$ cat src/rtl/db_query_client.sv
// -----------------------------------------------------------------------------
// db_query_client
//   Request-side front end for the key/value DB. Parser requests are accepted,
//   forwarded to the DB as one-cycle strobes, and tracked in an in-order FIFO
//   of {tag, issue_time}. In-order DB responses retire the FIFO head. A head
//   that waits too long is retired as timed out, and its eventual late response
//   is absorbed by a skip counter. Statistics counters wrap.
//
// Ports
//   clk, rst        clock, synchronous active-low reset
//   req_valid/ready parser handshake; req_key/op/tag request payload
//   db_valid        one-cycle DB request strobe with db_key/db_flag
//   db_rsp_valid    DB response strobe with db_rsp_flag
//   res_valid       one-cycle result strobe with res_tag/res_flag/res_timeout
//   cnt_req         accepted requests
//   cnt_timeout     timed-out requests
//   cnt_orphan      discarded unmatched responses
// -----------------------------------------------------------------------------
module db_query_client #(
  parameter int KEY_SIZE  = 96,
  parameter int FLAG_SIZE = 4,
  parameter int TAG_SIZE  = 8,
  parameter int DEPTH     = 8,
  parameter int TIMEOUT   = 64
) (
  input  logic                 clk,
  input  logic                 rst,
  input  logic                 req_valid,
  output logic                 req_ready,
  input  logic [KEY_SIZE-1:0]  req_key,
  input  logic [FLAG_SIZE-1:0] req_op,
  input  logic [TAG_SIZE-1:0]  req_tag,
  output logic                 db_valid,
  output logic [KEY_SIZE-1:0]  db_key,
  output logic [FLAG_SIZE-1:0] db_flag,
  input  logic                 db_rsp_valid,
  input  logic [FLAG_SIZE-1:0] db_rsp_flag,
  output logic                 res_valid,
  output logic [TAG_SIZE-1:0]  res_tag,
  output logic [FLAG_SIZE-1:0] res_flag,
  output logic                 res_timeout,
  output logic [31:0]          cnt_req,
  output logic [31:0]          cnt_timeout,
  output logic [31:0]          cnt_orphan
);

  localparam int PTR_W = $clog2(DEPTH);
  localparam int CNT_W = PTR_W + 1;
  localparam logic [CNT_W-1:0] DEPTH_C   = CNT_W'(DEPTH);
  localparam logic [CNT_W-1:0] CNT_ZERO  = CNT_W'(0);
  localparam logic [CNT_W-1:0] CNT_ONE   = CNT_W'(1);
  localparam logic [PTR_W-1:0] PTR_ONE   = PTR_W'(1);
  localparam logic [15:0]      TIMEOUT_C = 16'(TIMEOUT);

  // Outstanding request storage (no reset needed: validity comes from count_q)
  logic [TAG_SIZE-1:0] tag_mem_q  [DEPTH];
  logic [15:0]         time_mem_q [DEPTH];

  logic [PTR_W-1:0]     wr_ptr_q, wr_ptr_d;
  logic [PTR_W-1:0]     rd_ptr_q, rd_ptr_d;
  logic [CNT_W-1:0]     count_q, count_d;
  logic [CNT_W-1:0]     skip_q, skip_d;
  logic [15:0]          idle_q, idle_d;
  logic [15:0]          timer_q, timer_d;
  logic                 ready_q, ready_d;
  logic                 db_valid_q, db_valid_d;
  logic [KEY_SIZE-1:0]  db_key_q, db_key_d;
  logic [FLAG_SIZE-1:0] db_flag_q, db_flag_d;
  logic                 res_valid_q, res_valid_d;
  logic [TAG_SIZE-1:0]  res_tag_q, res_tag_d;
  logic [FLAG_SIZE-1:0] res_flag_q, res_flag_d;
  logic                 res_timeout_q, res_timeout_d;
  logic [31:0]          cnt_req_q, cnt_req_d;
  logic [31:0]          cnt_timeout_q, cnt_timeout_d;
  logic [31:0]          cnt_orphan_q, cnt_orphan_d;

  logic        accept_s;
  logic        empty_s;
  logic [15:0] issue_time_s;
  logic [15:0] head_age_s;
  logic        rsp_skip_s;
  logic        rsp_match_s;
  logic        rsp_orphan_s;
  logic        timeout_s;
  logic        pop_s;
  logic        idle_cycle_s;
  logic        idle_clear_s;

  // Retire decision: at most one pop per cycle, responses beat timeouts
  always_comb begin
    accept_s     = req_valid & ready_q;
    empty_s      = (count_q == CNT_ZERO);
    // The entry is stamped with the cycle in which db_valid is high
    issue_time_s = timer_q + 16'd1;
    head_age_s   = timer_q - time_mem_q[rd_ptr_q];
    rsp_skip_s   = db_rsp_valid & (skip_q != CNT_ZERO);
    rsp_match_s  = db_rsp_valid & (skip_q == CNT_ZERO) & ~empty_s;
    rsp_orphan_s = db_rsp_valid & (skip_q == CNT_ZERO) & empty_s;
    // A response absorbed by skip is not usable, so the head may still time out
    timeout_s    = ~(db_rsp_valid & (skip_q == CNT_ZERO)) & ~empty_s &
                   (head_age_s >= TIMEOUT_C);
    pop_s        = rsp_match_s | timeout_s;
    idle_cycle_s = empty_s & ~db_rsp_valid;
    idle_clear_s = idle_cycle_s & (idle_q >= (TIMEOUT_C - 16'd1));
  end

  // FIFO bookkeeping, skip tracking and idle recovery
  always_comb begin
    wr_ptr_d = accept_s ? (wr_ptr_q + PTR_ONE) : wr_ptr_q;
    rd_ptr_d = pop_s ? (rd_ptr_q + PTR_ONE) : rd_ptr_q;

    count_d = count_q;
    if (accept_s && !pop_s) begin
      count_d = count_q + CNT_ONE;
    end else if (!accept_s && pop_s) begin
      count_d = count_q - CNT_ONE;
    end else begin
      count_d = count_q;
    end

    skip_d = skip_q;
    if (rsp_skip_s && !timeout_s) begin
      skip_d = skip_q - CNT_ONE;
    end else if (timeout_s && !rsp_skip_s) begin
      skip_d = (skip_q == DEPTH_C) ? skip_q : (skip_q + CNT_ONE);
    end else if (idle_clear_s) begin
      // Long quiet period with nothing outstanding: late responses are lost
      skip_d = CNT_ZERO;
    end else begin
      skip_d = skip_q;
    end

    idle_d = 16'd0;
    if (idle_cycle_s) begin
      idle_d = idle_clear_s ? idle_q : (idle_q + 16'd1);
    end else begin
      idle_d = 16'd0;
    end

    timer_d = timer_q + 16'd1;
    ready_d = (count_d < DEPTH_C);
  end

  // Registered DB request, result and statistics outputs
  always_comb begin
    db_valid_d = accept_s;
    db_key_d   = accept_s ? req_key : db_key_q;
    db_flag_d  = accept_s ? req_op  : db_flag_q;

    res_valid_d   = pop_s;
    res_timeout_d = timeout_s;
    res_tag_d     = pop_s ? tag_mem_q[rd_ptr_q] : res_tag_q;
    res_flag_d    = res_flag_q;
    if (rsp_match_s) begin
      res_flag_d = db_rsp_flag;
    end else if (timeout_s) begin
      res_flag_d = FLAG_SIZE'(0);
    end else begin
      res_flag_d = res_flag_q;
    end

    cnt_req_d     = accept_s     ? (cnt_req_q + 32'd1)     : cnt_req_q;
    cnt_timeout_d = timeout_s    ? (cnt_timeout_q + 32'd1) : cnt_timeout_q;
    cnt_orphan_d  = rsp_orphan_s ? (cnt_orphan_q + 32'd1)  : cnt_orphan_q;
  end

  // State and output registers with synchronous active-low reset
  always_ff @(posedge clk) begin
    if (!rst) begin
      wr_ptr_q      <= PTR_W'(0);
      rd_ptr_q      <= PTR_W'(0);
      count_q       <= CNT_ZERO;
      skip_q        <= CNT_ZERO;
      idle_q        <= 16'd0;
      timer_q       <= 16'd0;
      ready_q       <= 1'b0;
      db_valid_q    <= 1'b0;
      db_key_q      <= KEY_SIZE'(0);
      db_flag_q     <= FLAG_SIZE'(0);
      res_valid_q   <= 1'b0;
      res_tag_q     <= TAG_SIZE'(0);
      res_flag_q    <= FLAG_SIZE'(0);
      res_timeout_q <= 1'b0;
      cnt_req_q     <= 32'd0;
      cnt_timeout_q <= 32'd0;
      cnt_orphan_q  <= 32'd0;
    end else begin
      wr_ptr_q      <= wr_ptr_d;
      rd_ptr_q      <= rd_ptr_d;
      count_q       <= count_d;
      skip_q        <= skip_d;
      idle_q        <= idle_d;
      timer_q       <= timer_d;
      ready_q       <= ready_d;
      db_valid_q    <= db_valid_d;
      db_key_q      <= db_key_d;
      db_flag_q     <= db_flag_d;
      res_valid_q   <= res_valid_d;
      res_tag_q     <= res_tag_d;
      res_flag_q    <= res_flag_d;
      res_timeout_q <= res_timeout_d;
      cnt_req_q     <= cnt_req_d;
      cnt_timeout_q <= cnt_timeout_d;
      cnt_orphan_q  <= cnt_orphan_d;
    end
  end

  // FIFO payload write on accept
  always_ff @(posedge clk) begin
    if (accept_s) begin
      tag_mem_q[wr_ptr_q]  <= req_tag;
      time_mem_q[wr_ptr_q] <= issue_time_s;
    end
  end

  assign req_ready   = ready_q;
  assign db_valid    = db_valid_q;
  assign db_key      = db_key_q;
  assign db_flag     = db_flag_q;
  assign res_valid   = res_valid_q;
  assign res_tag     = res_tag_q;
  assign res_flag    = res_flag_q;
  assign res_timeout = res_timeout_q;
  assign cnt_req     = cnt_req_q;
  assign cnt_timeout = cnt_timeout_q;
  assign cnt_orphan  = cnt_orphan_q;

endmodule
$ cat config.mk
export PLATFORM = sky130hd
export DESIGN_NAME = db_query_client
export DESIGN_NICKNAME = d
export VERILOG_FILES = /design/src/rtl/db_query_client.sv
export SDC_FILE = /design/constraint.sdc
export NUM_CORES = 1
export LEC_CHECK = 0
export ABC_AREA = 1
export BUFFER_PORTS_ARGS = -buffer_cell sky130_fd_sc_hd__buf_2
export CAP_MARGIN = 40
export CORE_MARGIN = 2
export CORE_UTILIZATION = 56
export CTS_BUF_LIST = sky130_fd_sc_hd__clkbuf_8 sky130_fd_sc_hd__clkbuf_16
export DETAILED_ROUTE_END_ITERATION = 12
export PLACE_DENSITY = 0.89
export SYNTH_ARGS = -nofsm -noshare
export SYNTH_HDL_FRONTEND = slang
export SYNTH_SLANG_ARGS = --single-unit
$ cat constraint.sdc
create_clock -name clk -period 4.6 [get_ports clk]
set_input_delay 0.92 -clock clk [delete_from_list [all_inputs] [get_ports clk]]
set_output_delay 0.92 -clock clk [all_outputs]
set_load 0.05 [all_outputs]
==> implementation parameters <==
Parameter                              Value

GRT
  Remaining global-route overflow ... 0
  Number of antenna violations at the first check in global routing ... 18
  Via count of the first global-routing pass ... approximately 17000
  First-pass GRT wire length ... roughly 90 mm
  GRT Util Overall ... 0.3052
  Pin count of the biggest net entering global routing ... between 70 and 80

Floorplanning
  Area of the placeable core ... ~0.034 sq mm
  Die outline area ... between 0.03 and 0.04 sq mm
  Width of the die ... 190.3 um
  Die Height ... approximately 190 um
  Top Ports ... 328
  Site row count ... between 60 and 70
  Initial core utilization ... 0.5654

Clock network
  Clock-pin slew reported for the worst setup and hold paths after clock tree synthesis ... roughly 0.070 ns
  Hold-fix buffers at CTS ... 0
  Total number of clock tree sinks ... roughly 450
  CTS root buffer ... sky130_fd_sc_hd__clkbuf_16
  Clock latency at the later pin of the worst-skew pair ... ~0.58 ns
  Clock tree from TritonCTS ... built
  CTS max path bufs ... 3
  Num CTS Buffers ... 45
  H-tree depth ... 2

Place
  Final estimated routing congestion in global placement ... roughly 0.97
  Quantity of I/O buffers inserted on ports ... ~330
  Placed cells ... approximately 2900
  Worst-case setup slack after placement ... 0.3589 ns
  Post-detailed-placement half-perimeter wirelength ... roughly 38 mm
  Area after detailed placement ... 0.02161 sq mm

Synthesis
  Cell with the most instances after synthesis ... sky130_fd_sc_hd__nor2_1
  Fraction of registers with async set or reset after synthesis ... 0
  Cell type with the highest aggregate area in the netlist ... sky130_fd_sc_hd__edfxtp_1
  Part of the Yosys area used for sequential elements ... 0.5655
  Area share of the largest cell type after synthesis ... 0.2966
  Flip-flop and latch count after synthesis ... roughly 450
  Top FF cell, synth ... sky130_fd_sc_hd__dfxtp_1
  Count of synthesis-stage warnings from yosys ... 0
  Post-Syn Nets ... around 2400
  Number of library cell types mapped by synthesis ... 46
  Syn_area_per_cell ... 8.727 sq um
  Cell Area, Synth ... between 0.015 and 0.02 sq mm
  Gate count after technology mapping ... approximately 2200
  Top cell types by occurrence after synthesis ... sky130_fd_sc_hd__nor2_1 (451), sky130_fd_sc_hd__nand2_1 (313), sky130_fd_sc_hd__dfxtp_1 (261)
  Top area cells in the synthesized netlist ... sky130_fd_sc_hd__edfxtp_1 (30%), sky130_fd_sc_hd__dfxtp_1 (27%), sky130_fd_sc_hd__nor2_1 (8.7%)
  EDFF count, synth ... ~190

Cells and area
  Final core utilization ... 0.6787
  Share of cells above drive strength 1 ... 0.1839
  Design Area, Final ... about 0.023 sq mm
  Area delta synth->final ... 20.03%
  Final Net Count ... around 2700
  Fin cells ... slightly above 3000

Routing
  Routed wire length ... between 50 and 60 mm
  DR pass1 iterations ... 8
  DR DRC count ... 0
  Avg WL per Cell ... 18.35 um
  Ratio of routed vias to standard cells ... roughly 5.6
  Number of DRC violations after detailed-routing iteration 0 ... between 1500 and 2000
  Number of nets still failing antenna checks after routing ... 0
  Via count of the routed design ... 17220

Timing
  Timing-limited maximum frequency ... 236.9 MHz
  Final worst setup slack ... approximately 0.38 ns
  Setup TNS ... 0 ns
  Post-Route Skew ... a little over 0.04 ns
  Min Clock Period, post-route ... approximately 4.2 ns
  Final setup violation count ... 0
  Max-slew violation total from the final report ... 0
  Actual slew at the worst max-slew pin ... approximately 0.82 ns
  Final hold slack ... approximately 0.46 ns
  Period Utilization, post-route ... 0.9178
  Relative slew margins ... 0.4527
  Count of final hold-check violations ... 0

Status
  Result of the run ... finished, final reports clean

Min path
  Hold Startpoint ... timer_q[0]
  Class of the tightest hold or removal check ... reg2reg

Flow run
  Number of max-cap violations ... 0

Setup path
  Buffer and inverter count on the worst path ... 6
  Family of cells with the greatest summed delay on the critical path ... simple AND/OR/NAND/NOR gates
  Critical Path Sink Type ... register
  Kind of launch point of the worst setup path ... register
  Critical path peak fanout ... 32
  Critical path's largest stage delay ... roughly 0.4 ns
  Cell with the most instances on the worst path ... sky130_fd_sc_hd__nand2_1
  Worst EP arrival ... 4.65 ns
  CP Class ... reg2reg
  Cell type of the slowest stage on the worst timing path ... sky130_fd_sc_hd__fa_1
  Worst path required time ... just over 5 ns

Pwr
  PwrDens ... between 500 and 600 mW/mm^2
  Static Leak ... 9.434 nW
  Overall Power ... ~13 mW
  Maximum vdd drop ... approximately 0.00043 V
-- cell type report --
| class | instances | area, sq um |
|---|---|---|
| diodes | 20 | 50.05 |
| clock buffers | 59 | 1341 |
| clock inverters | 23 | 264.0 |
| fillers | 2617 | 11040 |
| inverters | 187 | 708.2 |
| multi-input cells | 1496 | 7428 |
| flip-flops and latches | 453 | 10990 |
| well taps | 455 | 569.3 |
| repair buffers | 359 | 1976 |
-- worst register-to-register path: cells and delay by family, from the launching register on --
family | cells | cell delay [ns]
adder cells (fa/ha/maj) | 3 | 0.77
AND/OR/NAND/NOR | 14 | 1.26
flip-flops | 1 | 0.38
AO/OA/AOI/OAI | 5 | 0.78
buffers and inverters | 6 | 0.87
-- timing repair --
item | CTS | global route
setup buffers | 0 | 5
setup endpoints to repair | 0 | 9
resized for setup | 0 | 6
-- metal layers --
metal	vias to the layer above	wire (um)	track usage
li1	8117	-	-
met1	8004	21070	0.3722
met2	905	26570	0.4986
met3	192	5085	0.06533
met4	0	3288	0.1831
met5	-	0	0
-- worst paths after layout --
check               endpoint  slack (ns)  cells past startpoint
setup reg to reg    register        0.38                     28
setup / recovery    register        0.38                     28
hold reg to reg   timer_q[0]        0.46                      1
hold / removal    timer_q[0]        0.46                      1
-- report_power, final --
| part | total, mW | switching (mW) | leakage, nW | internal [mW] |
|---|---|---|---|---|
| Combinational | 3.99 | 2.93 | 4.74 | 1.05 |
| Clock | 3.91 | 1.57 | 0.816 | 2.34 |
| Sequential | 4.81 | 0.253 | 3.88 | 4.56 |
-- cell usage in the layout (no fill, tap or decap), types with 5 or more instances in the layout --
cell type and n:
sky130_fd_sc_hd__nand4_1 27, sky130_fd_sc_hd__dfxtp_1 260, sky130_fd_sc_hd__buf_2 326, sky130_fd_sc_hd__nor2_4 9, sky130_fd_sc_hd__nor2_2 9, sky130_fd_sc_hd__xnor2_1 14, sky130_fd_sc_hd__nor4_1 19, sky130_fd_sc_hd__nand2_1 312
sky130_fd_sc_hd__buf_4 24, sky130_fd_sc_hd__nor3_1 59, sky130_fd_sc_hd__o22ai_1 26, sky130_fd_sc_hd__a21oi_1 103, sky130_fd_sc_hd__nor2_1 443, sky130_fd_sc_hd__diode_2 20, sky130_fd_sc_hd__inv_1 188, sky130_fd_sc_hd__clkbuf_16 47
sky130_fd_sc_hd__o221ai_1 20, sky130_fd_sc_hd__xor2_1 48, sky130_fd_sc_hd__bufinv_16 5, sky130_fd_sc_hd__o21a_1 9, sky130_fd_sc_hd__ha_1 29, sky130_fd_sc_hd__edfxtp_1 192, sky130_fd_sc_hd__o21ai_0 252, sky130_fd_sc_hd__nand3_1 61
sky130_fd_sc_hd__nand3b_1 7, sky130_fd_sc_hd__clkbuf_8 12, sky130_fd_sc_hd__nand2_2 7, sky130_fd_sc_hd__a211oi_1 7
-- sequential cells by signal (all words and copies together), names as in the netlist, named ones only --
name / count
res_valid: 1
timer_q: 16
idle_q: 16
skip_q: 4
wr_ptr_q: 3
cnt_timeout: 32
db_valid: 1
db_flag: 4
res_timeout: 1
req_ready: 1
rd_ptr_q: 3
tag_mem_q: 64
res_tag: 8
cnt_orphan: 32
db_key: 96
res_flag: 4
cnt_req: 32
count_q: 3
time_mem_q: 128
-- kinds of logic (layout without fill, tap and decap cells) --
kind of cell             Yosys count  count (layout)  synth area share
flip-flops                       453             453            0.5655
AO/OA/AOI/OAI                    430             430            0.1210
XOR/XNOR                          62              62           0.02794
other                              0              20                 0
adder cells (fa/ha/maj)           30              30           0.01970
AND/OR/NAND/NOR                  974             974            0.2111
buffers and inverters            278             628           0.05478
(Power assumes the default switching activity.)
